<file path="config.mk">
export PLATFORM = sky130hd
export DESIGN_NAME = tawas_dram_arb_flat
export DESIGN_NICKNAME = d
export VERILOG_FILES = /design/src/rtl/tawas_dram_arb_if.sv /design/src/rtl/tawas_dram_arb.sv /design/src/flat_wrapper.sv
export SDC_FILE = /design/constraint.sdc
export NUM_CORES = 1
export LEC_CHECK = 0
export ABC_AREA = 1
export CAP_MARGIN = 5
export CORE_AREA = 2 2 112 114
export CTS_CLUSTER_SIZE = 8
export DETAILED_ROUTE_END_ITERATION = 7
export DIE_AREA = 0 0 114 116
export GPL_ROUTABILITY_DRIVEN = 0
export PLACE_DENSITY = 0.74
export SLEW_MARGIN = 0
export SYNTH_ARGS = -nofsm -noshare
export SYNTH_HDL_FRONTEND = slang
export SYNTH_SLANG_ARGS = --single-unit
</file>
<file path="constraint.sdc">
create_clock -name clk -period 4.2 [get_ports clk]
set_input_delay 0.84 -clock clk [delete_from_list [all_inputs] [get_ports clk]]
set_output_delay 0.84 -clock clk [all_outputs]
set_load 0.03 [all_outputs]
</file>
<file path="src/rtl/tawas_dram_arb_if.sv">
// Bus bundle for the Tawas data-RAM arbiter: core port A, secondary agent port B
// and the single-ported RAM side. The arbiter uses the slave view.
interface tawas_dram_arb_if #(
    parameter int ADDR_W = 12
);
    logic              a_cs;
    logic              a_wr;
    logic [31:0]       a_addr;
    logic [3:0]        a_mask;
    logic [31:0]       a_wdata;
    logic [31:0]       a_rdata;

    logic              b_req;
    logic              b_wr;
    logic [31:0]       b_addr;
    logic [3:0]        b_mask;
    logic [31:0]       b_wdata;
    logic              b_ready;
    logic              b_rvalid;
    logic [31:0]       b_rdata;
    logic              b_starve;

    logic              m_cs;
    logic              m_wr;
    logic [ADDR_W-1:0] m_addr;
    logic [3:0]        m_mask;
    logic [31:0]       m_wdata;
    logic [31:0]       m_rdata;

    modport slave (
        input  a_cs, a_wr, a_addr, a_mask, a_wdata,
        input  b_req, b_wr, b_addr, b_mask, b_wdata,
        input  m_rdata,
        output a_rdata,
        output b_ready, b_rvalid, b_rdata, b_starve,
        output m_cs, m_wr, m_addr, m_mask, m_wdata
    );

    modport master (
        output a_cs, a_wr, a_addr, a_mask, a_wdata,
        output b_req, b_wr, b_addr, b_mask, b_wdata,
        output m_rdata,
        input  a_rdata,
        input  b_ready, b_rvalid, b_rdata, b_starve,
        input  m_cs, m_wr, m_addr, m_mask, m_wdata
    );
endinterface

</file>
<file path="src/rtl/tawas_dram_arb.sv">
// Shares one single-ported data RAM between the Tawas core (port A, absolute
// priority, zero added latency) and a buffered secondary agent (port B).
module tawas_dram_arb #(
    parameter int ADDR_W     = 12,
    parameter int MEM_LAT    = 1,
    parameter int STARVE_MAX = 255
) (
    input logic            clk,
    input logic            rst,
    tawas_dram_arb_if.slave bus
);

    localparam logic [7:0] STARVE_LIM = 8'(STARVE_MAX);

    logic              hold_valid_q, hold_valid_d;
    logic              hold_wr_q,    hold_wr_d;
    logic [ADDR_W-1:0] hold_addr_q,  hold_addr_d;
    logic [3:0]        hold_mask_q,  hold_mask_d;
    logic [31:0]       hold_wdata_q, hold_wdata_d;
    logic [MEM_LAT-1:0] tag_q, tag_d;
    logic [7:0]        wait_q, wait_d;

    logic issue_b_s;
    logic b_ready_s;
    logic accept_s;
    logic unused_s;

    // B may only use the RAM in cycles the core leaves idle; the hold slot can
    // be refilled in the same cycle it drains.
    assign issue_b_s = hold_valid_q && !bus.a_cs;
    assign b_ready_s = !hold_valid_q || issue_b_s;
    assign accept_s  = bus.b_req && b_ready_s;

    assign bus.b_ready  = b_ready_s;
    assign bus.b_rvalid = tag_q[MEM_LAT-1];
    assign bus.b_starve = (wait_q == STARVE_LIM);
    assign bus.a_rdata  = bus.m_rdata;
    assign bus.b_rdata  = bus.m_rdata;

    // Byte-offset and aliasing address bits are intentionally dropped.
    assign unused_s = ^{bus.a_addr[31:ADDR_W+2], bus.a_addr[1:0],
                        bus.b_addr[31:ADDR_W+2], bus.b_addr[1:0]};

    // RAM request mux: port A straight through, otherwise the held B request.
    always_comb begin
        bus.m_cs    = 1'b0;
        bus.m_wr    = 1'b0;
        bus.m_addr  = '0;
        bus.m_mask  = 4'h0;
        bus.m_wdata = 32'h0;
        if (bus.a_cs) begin
            bus.m_cs    = 1'b1;
            bus.m_wr    = bus.a_wr;
            bus.m_addr  = bus.a_addr[ADDR_W+1:2];
            bus.m_mask  = bus.a_mask;
            bus.m_wdata = bus.a_wdata;
        end else if (issue_b_s) begin
            bus.m_cs    = 1'b1;
            bus.m_wr    = hold_wr_q;
            bus.m_addr  = hold_addr_q;
            bus.m_mask  = hold_mask_q;
            bus.m_wdata = hold_wdata_q;
        end else begin
            bus.m_cs    = 1'b0;
        end
    end

    // Hold register next state.
    always_comb begin
        hold_valid_d = accept_s || (hold_valid_q && !issue_b_s);
        if (accept_s) begin
            hold_wr_d    = bus.b_wr;
            hold_addr_d  = bus.b_addr[ADDR_W+1:2];
            hold_mask_d  = bus.b_mask;
            hold_wdata_d = bus.b_wdata;
        end else begin
            hold_wr_d    = hold_wr_q;
            hold_addr_d  = hold_addr_q;
            hold_mask_d  = hold_mask_q;
            hold_wdata_d = hold_wdata_q;
        end
    end

    // Read-return tag pipeline, matched to the RAM read latency.
    always_comb begin
        tag_d    = '0;
        tag_d[0] = issue_b_s && !hold_wr_q;
        for (int i = 1; i < MEM_LAT; i++) begin
            tag_d[i] = tag_q[i-1];
        end
    end

    // Starvation counter: counts cycles the core blocks a pending B request.
    always_comb begin
        if (!hold_valid_q || issue_b_s) begin
            wait_d = 8'd0;
        end else if (bus.a_cs && (wait_q != STARVE_LIM)) begin
            wait_d = wait_q + 8'd1;
        end else begin
            wait_d = wait_q;
        end
    end

    // State registers.
    always_ff @(posedge clk or posedge rst) begin
        if (rst) begin
            hold_valid_q <= 1'b0;
            hold_wr_q    <= 1'b0;
            hold_addr_q  <= '0;
            hold_mask_q  <= 4'h0;
            hold_wdata_q <= 32'h0;
            tag_q        <= '0;
            wait_q       <= 8'd0;
        end else begin
            hold_valid_q <= hold_valid_d;
            hold_wr_q    <= hold_wr_d;
            hold_addr_q  <= hold_addr_d;
            hold_mask_q  <= hold_mask_d;
            hold_wdata_q <= hold_wdata_d;
            tag_q        <= tag_d;
            wait_q       <= wait_d;
        end
    end

endmodule

</file>
<file path="src/flat_wrapper.sv">
// flat-port wrapper written by rule: the top's interface ports become plain ports
module tawas_dram_arb_flat 
#(
    parameter int ADDR_W     = 12,
    parameter int MEM_LAT    = 1,
    parameter int STARVE_MAX = 255
)
  (clk, rst, bus_a_cs, bus_a_wr, bus_a_addr, bus_a_mask, bus_a_wdata, bus_b_req, bus_b_wr, bus_b_addr, bus_b_mask, bus_b_wdata, bus_m_rdata, bus_a_rdata, bus_b_ready, bus_b_rvalid, bus_b_rdata, bus_b_starve, bus_m_cs, bus_m_wr, bus_m_addr, bus_m_mask, bus_m_wdata);
  tawas_dram_arb_if #(.ADDR_W(ADDR_W)) bus_i ();
  input logic clk;
  input logic rst;
  input wire logic [$bits(bus_i.a_cs)-1:0] bus_a_cs;
  input wire logic [$bits(bus_i.a_wr)-1:0] bus_a_wr;
  input wire logic [$bits(bus_i.a_addr)-1:0] bus_a_addr;
  input wire logic [$bits(bus_i.a_mask)-1:0] bus_a_mask;
  input wire logic [$bits(bus_i.a_wdata)-1:0] bus_a_wdata;
  input wire logic [$bits(bus_i.b_req)-1:0] bus_b_req;
  input wire logic [$bits(bus_i.b_wr)-1:0] bus_b_wr;
  input wire logic [$bits(bus_i.b_addr)-1:0] bus_b_addr;
  input wire logic [$bits(bus_i.b_mask)-1:0] bus_b_mask;
  input wire logic [$bits(bus_i.b_wdata)-1:0] bus_b_wdata;
  input wire logic [$bits(bus_i.m_rdata)-1:0] bus_m_rdata;
  output wire logic [$bits(bus_i.a_rdata)-1:0] bus_a_rdata;
  output wire logic [$bits(bus_i.b_ready)-1:0] bus_b_ready;
  output wire logic [$bits(bus_i.b_rvalid)-1:0] bus_b_rvalid;
  output wire logic [$bits(bus_i.b_rdata)-1:0] bus_b_rdata;
  output wire logic [$bits(bus_i.b_starve)-1:0] bus_b_starve;
  output wire logic [$bits(bus_i.m_cs)-1:0] bus_m_cs;
  output wire logic [$bits(bus_i.m_wr)-1:0] bus_m_wr;
  output wire logic [$bits(bus_i.m_addr)-1:0] bus_m_addr;
  output wire logic [$bits(bus_i.m_mask)-1:0] bus_m_mask;
  output wire logic [$bits(bus_i.m_wdata)-1:0] bus_m_wdata;
  assign bus_i.a_cs = bus_a_cs;
  assign bus_i.a_wr = bus_a_wr;
  assign bus_i.a_addr = bus_a_addr;
  assign bus_i.a_mask = bus_a_mask;
  assign bus_i.a_wdata = bus_a_wdata;
  assign bus_i.b_req = bus_b_req;
  assign bus_i.b_wr = bus_b_wr;
  assign bus_i.b_addr = bus_b_addr;
  assign bus_i.b_mask = bus_b_mask;
  assign bus_i.b_wdata = bus_b_wdata;
  assign bus_i.m_rdata = bus_m_rdata;
  assign bus_a_rdata = bus_i.a_rdata;
  assign bus_b_ready = bus_i.b_ready;
  assign bus_b_rvalid = bus_i.b_rvalid;
  assign bus_b_rdata = bus_i.b_rdata;
  assign bus_b_starve = bus_i.b_starve;
  assign bus_m_cs = bus_i.m_cs;
  assign bus_m_wr = bus_i.m_wr;
  assign bus_m_addr = bus_i.m_addr;
  assign bus_m_mask = bus_i.m_mask;
  assign bus_m_wdata = bus_i.m_wdata;
  tawas_dram_arb #(.ADDR_W(ADDR_W), .MEM_LAT(MEM_LAT), .STARVE_MAX(STARVE_MAX)) u_core (.clk(clk), .rst(rst), .bus(bus_i));
endmodule
</file>
== After elaboration in Yosys (flattened, before gate mapping) ==
Cells that the tools add are included.
W data, S select, Z words.
Word-level totals
  register bits after elaboration: 59
  input bits: 174
  output and inout port bits: 117
  logic and storage cells: 34
Cells by class
  $add $sub $neg: 1
  eq/ne operators: 2
  muxes and demuxes: 12
  reductions and logical operators: 12
Operators by type and width (count)
  $mux W32: 2
  $mux W12: 2
  $mux W8: 2
  $add A8 B1 Y8 const B: 1
  $eq A8 B8 Y1 const B: 1
  $mux W4: 2
  $ne A8 B8 Y1 const B: 1
  $logic_and A1 B1 Y1: 5
  $logic_not A1 Y1: 4
  $mux W1: 4
  $logic_or A1 B1 Y1: 2
  $reduce_bool A2 Y1: 1

== Depth between registers and ports, before layout ==
Gate-level depths: netlist (run 1).
  depth after elaboration: 5
  mapped depth: 7
  gate-level depth less buffers: 7

== Worst setup path after synthesis (run 1) ==
Ideal clock, no wire load.
  kind: input port to output port
  from: in bus_a_cs
  to: out bus_m_addr[10]
  arrival time: 2049 ps
  data required time: 3360 ps
  path slack: 1311 ps
  cell stages on the path: 5
  path buffers: 2
  cells stage by stage: buf_2 > inv_2 > nand2_1 > buf_2 > o21ai_0
Between the ends
  word-level cells in the longest chain between the ends: 4
RTL lines
  start: declaration: line flat_wrapper.sv:12  | input wire logic [$bits(bus_i.a_cs)-1:0] bus_a_cs;
  $logic_not A1 Y1: line tawas_dram_arb.sv:30  | assign issue_b_s = hold_valid_q && !bus.a_cs;
  $logic_and A1 B1 Y1: line tawas_dram_arb.sv:30
  $mux W12: line tawas_dram_arb.sv:57  | end else if (issue_b_s) begin
  $mux W12 *: line tawas_dram_arb.sv:51  | if (bus.a_cs) begin
  end: declaration: line flat_wrapper.sv:30  | output wire logic [$bits(bus_i.m_addr)-1:0] bus_m_addr;
Every way passes the cells marked *; elsewhere a longest branch is shown, timed or not.

== Worst setup path after layout (run 1) ==
  from: in bus_a_cs
  to: out bus_m_addr[6]
The elaborated chain is that of the path after synthesis.

==> results of run 1 <==
==> per-layer routing <==
layer | routed length [um] | GRT usage [%]
met1 | 4140 | 17.3
met2 | 5120 | 26.2
met3 | 732 | 5.13
met4 | 305 | 7.24
met5 | 0 | 0
==> layout make-up <==
cell class	count	area share (%)
clock inverters	4	1.45
repair buffers	160	31.6
multi-input cells	300	26.1
clock buffers	12	5.13
flip-flops and latches	59	29.5
inverters	33	2.48
well taps	147	3.68
==> cells in the mapped netlist, drive strengths merged <==
master	n
o21ai	23
nand3	60
nor2	31
ha	1
xnor2	1
buf	83
dfrtp	59
or2	2
inv	33
clkbuf	7
a21oi	25
o21bai	2
nand3b	1
nand2	154
==> worst max path at each step <==
stage	slack, ps	depth (start not counted)	end
global route	360	5	bus_m_wdata[4]
global placement	670	5	bus_m_mask[3]
floorplan	1310	5	bus_m_addr[10]
finish	580	5	bus_m_addr[6]
CTS	570	5	bus_m_mask[0]
detailed placement	570	5	bus_m_addr[6]
==> critical path, delay by kind of cell <==
| kind | cells | cell delay, ps |
|---|---|---|
| AO/OA/AOI/OAI | 1 | 380 |
| buffers and inverters | 3 | 1100 |
| AND/OR/NAND/NOR | 1 | 440 |
==> per-stage QoR <==
stage               hold WS (ps)  power, uW  area, um^2
floorplan                    427       1040        3520
global placement             445       1150        4670
detailed placement           444       1160        4670
CTS                          447       1970        5000
global route                 471       2040        5000
finish                       445       1940        5000
==> cell families after synthesis <==
family | synth area share [%]
flops | 41.9
simple gates | 29.2
fa+ha+maj | 0.355
buf+inv | 21.0
compound gates | 7.25
xor+xnor | 0.249
==> report_power, final <==
group	switching [uW]	leakage, uW	internal (uW)
registers	27.6	0.000705	634
logic	262	0.00154	219
clock network	250	0.000159	550
total	540	0.00241	1400
==> sequential cells by signal, summed over array words and instances, names as in the netlist <==
signal and count:
u_core.bus.b_rvalid 1, u_core.hold_addr_q 12, u_core.hold_mask_q 4, u_core.hold_valid_q 1
u_core.hold_wdata_q 32, u_core.hold_wr_q 1, u_core.wait_q 8
==> results.json, run 1 <==
{
  "yosysSeqAreaShare_pct": 41.9,
  "maxCapViolCount": 0,
  "grt_pass1_vias": 3207,
  "remaining_drc_errors": 0,
  "avgRoutedWirePerCell_um": 14.4,
  "antenna_found_initial": 0,
  "postSynthAreaPerCell_um2": 7.30,
  "seqCellArea_mm2": 0.00148,
  "dp_slack_ps": 566,
  "reg2reg_from": "u_core.hold_valid_q$_DFF_PP0_",
  "hold_path_depth": 1,
  "grtUsageTotal_pct": 15.3,
  "rsz0062_at_grt": "false",
  "powerDensity_mw_per_mm2": 389,
  "r2r-end": "u_core.hold_mask_q[3]$_DFFE_PP0P_",
  "final_common_cell": "clkdlybuf4s50_1",
  "grt_max_degree": 73,
  "grt_first_pass_wirelength_um": 15700,
  "fillers": 1247,
  "finalWirelength_um": 10300,
  "worstHoldStart": "u_core.hold_wr_q$_DFFE_PP0P_",
  "drtIter0Drc": 152,
  "post-route-util_pct": 42.0,
  "status": "finished clean",
  "clock_skew_ps": 6.86,
  "num_vias": 3283,
  "hp-class": "reg2reg",
  "antenna_left": 0,
  "coreArea_mm2": 0.0119,
  "cp_data_required_time_ps": 3360,
  "post-cts-setup-buffer-count": 0,
  "hold_end": "u_core.bus.b_rvalid$_DFF_PP0_",
  "synth_top_area_share_pct": 41.9,
  "htreeDepth": 3,
  "synth_area_mm2": 0.00352,
  "synth.ff_latch_count": 59,
  "die_w_um": 114,
  "area_growth_pct": 42.0,
  "clock-root-buffer": "clkbuf_16",
  "port_buffers": 154,
  "r2r_slack_ps": 2160,
  "synth_nets": 657,
  "clk_latency_ps": 330,
  "cts.sinks": 59,
  "slew_viol_final": 0,
  "crit_fanout": 27,
  "yosys.area.top_type": "dfrtp_1",
  "max_freq_mhz": 276,
  "max-slew-margin-rel_pct": 48.5,
  "clk_pin_slew_ps": 50,
  "synthTopCellsByArea": "dfrtp_1, nand2_1, buf_4, nand3_1, a21oi_1",
  "setup_slack_ps": 582,
  "yosys_warnings": 0,
  "period_share_pct": 86.1,
  "peakVddDrop_v": 0.000158,
  "path_class": "in2out",
  "cp-end-kind": "primary output",
  "io_pins": 291,
  "tightest_slew_ps": 770,
  "drive_gt1_share_pct": 5.11,
  "row_count": 40,
  "nNetsFinal": 738,
  "cts_hold_buf": 0,
  "reg2reg_depth": 6,
  "dp_hpwl_um": 7350,
  "cp.arrival_ps": 2780,
  "die_y_um": 116,
  "insertedDiodeCount": 0,
  "cts_inserted_buffers": 9,
  "clk_path_buf_depth": 2,
  "gr-total-overflow": 0,
  "cts_tree": "done",
  "setup_viol": 0,
  "fin_tns_setup_ps": 0,
  "cts_resized": 0,
  "synth_cells": 482,
  "firstDrtPassIters": 4,
  "multi_input_area_mm2": 0.00131,
  "max_stage_delay_ps": 730,
  "startpoint": "bus_a_cs",
  "die_area_mm2": 0.0132,
  "worstPathCellList": "buf_2 -> inv_2 -> nand2_1 -> o21ai_0 -> clkdlybuf4s50_1",
  "hold_viol": 0,
  "viasPerCell": 4.59,
  "final_cell_mix": "clkdlybuf4s50_1, nand2_1, nand3_1, dfrtp_1, nor2_1",
  "final_cells": 715,
  "start_util_pct": 29.6,
  "p_leak_uw": 0.00241,
  "cp-start-kind": "input pin",
  "layout_min_cycle_time_ps": 3620,
  "dp_cells": 699,
  "synth.distinct_cells": 20,
  "cpMaxStageDelayCell": "clkdlybuf4s50_1"
}
(Power assumes the default switching activity.)
==> run 2: changes to the inputs <==
--- a/config.mk
+++ b/config.mk
@@ -17,3 +17,4 @@
 export SYNTH_ARGS = -nofsm -noshare
 export SYNTH_HDL_FRONTEND = slang
 export SYNTH_SLANG_ARGS = --single-unit
+export TNS_END_PERCENT = 50
==> results of run 2 <==
No change in the layout: final DEF, timing and power equal those of run 1.
==> run 3: changes to the inputs <==
--- a/config.mk
+++ b/config.mk
@@ -6,6 +6,7 @@
 export NUM_CORES = 1
 export LEC_CHECK = 0
 export ABC_AREA = 1
+export ABC_CLOCK_PERIOD_IN_PS = 4200
 export CAP_MARGIN = 5
 export CORE_AREA = 2 2 112 114
 export CTS_CLUSTER_SIZE = 8
==> results of run 3 <==
No change in the layout: final DEF, timing and power equal those of run 1.
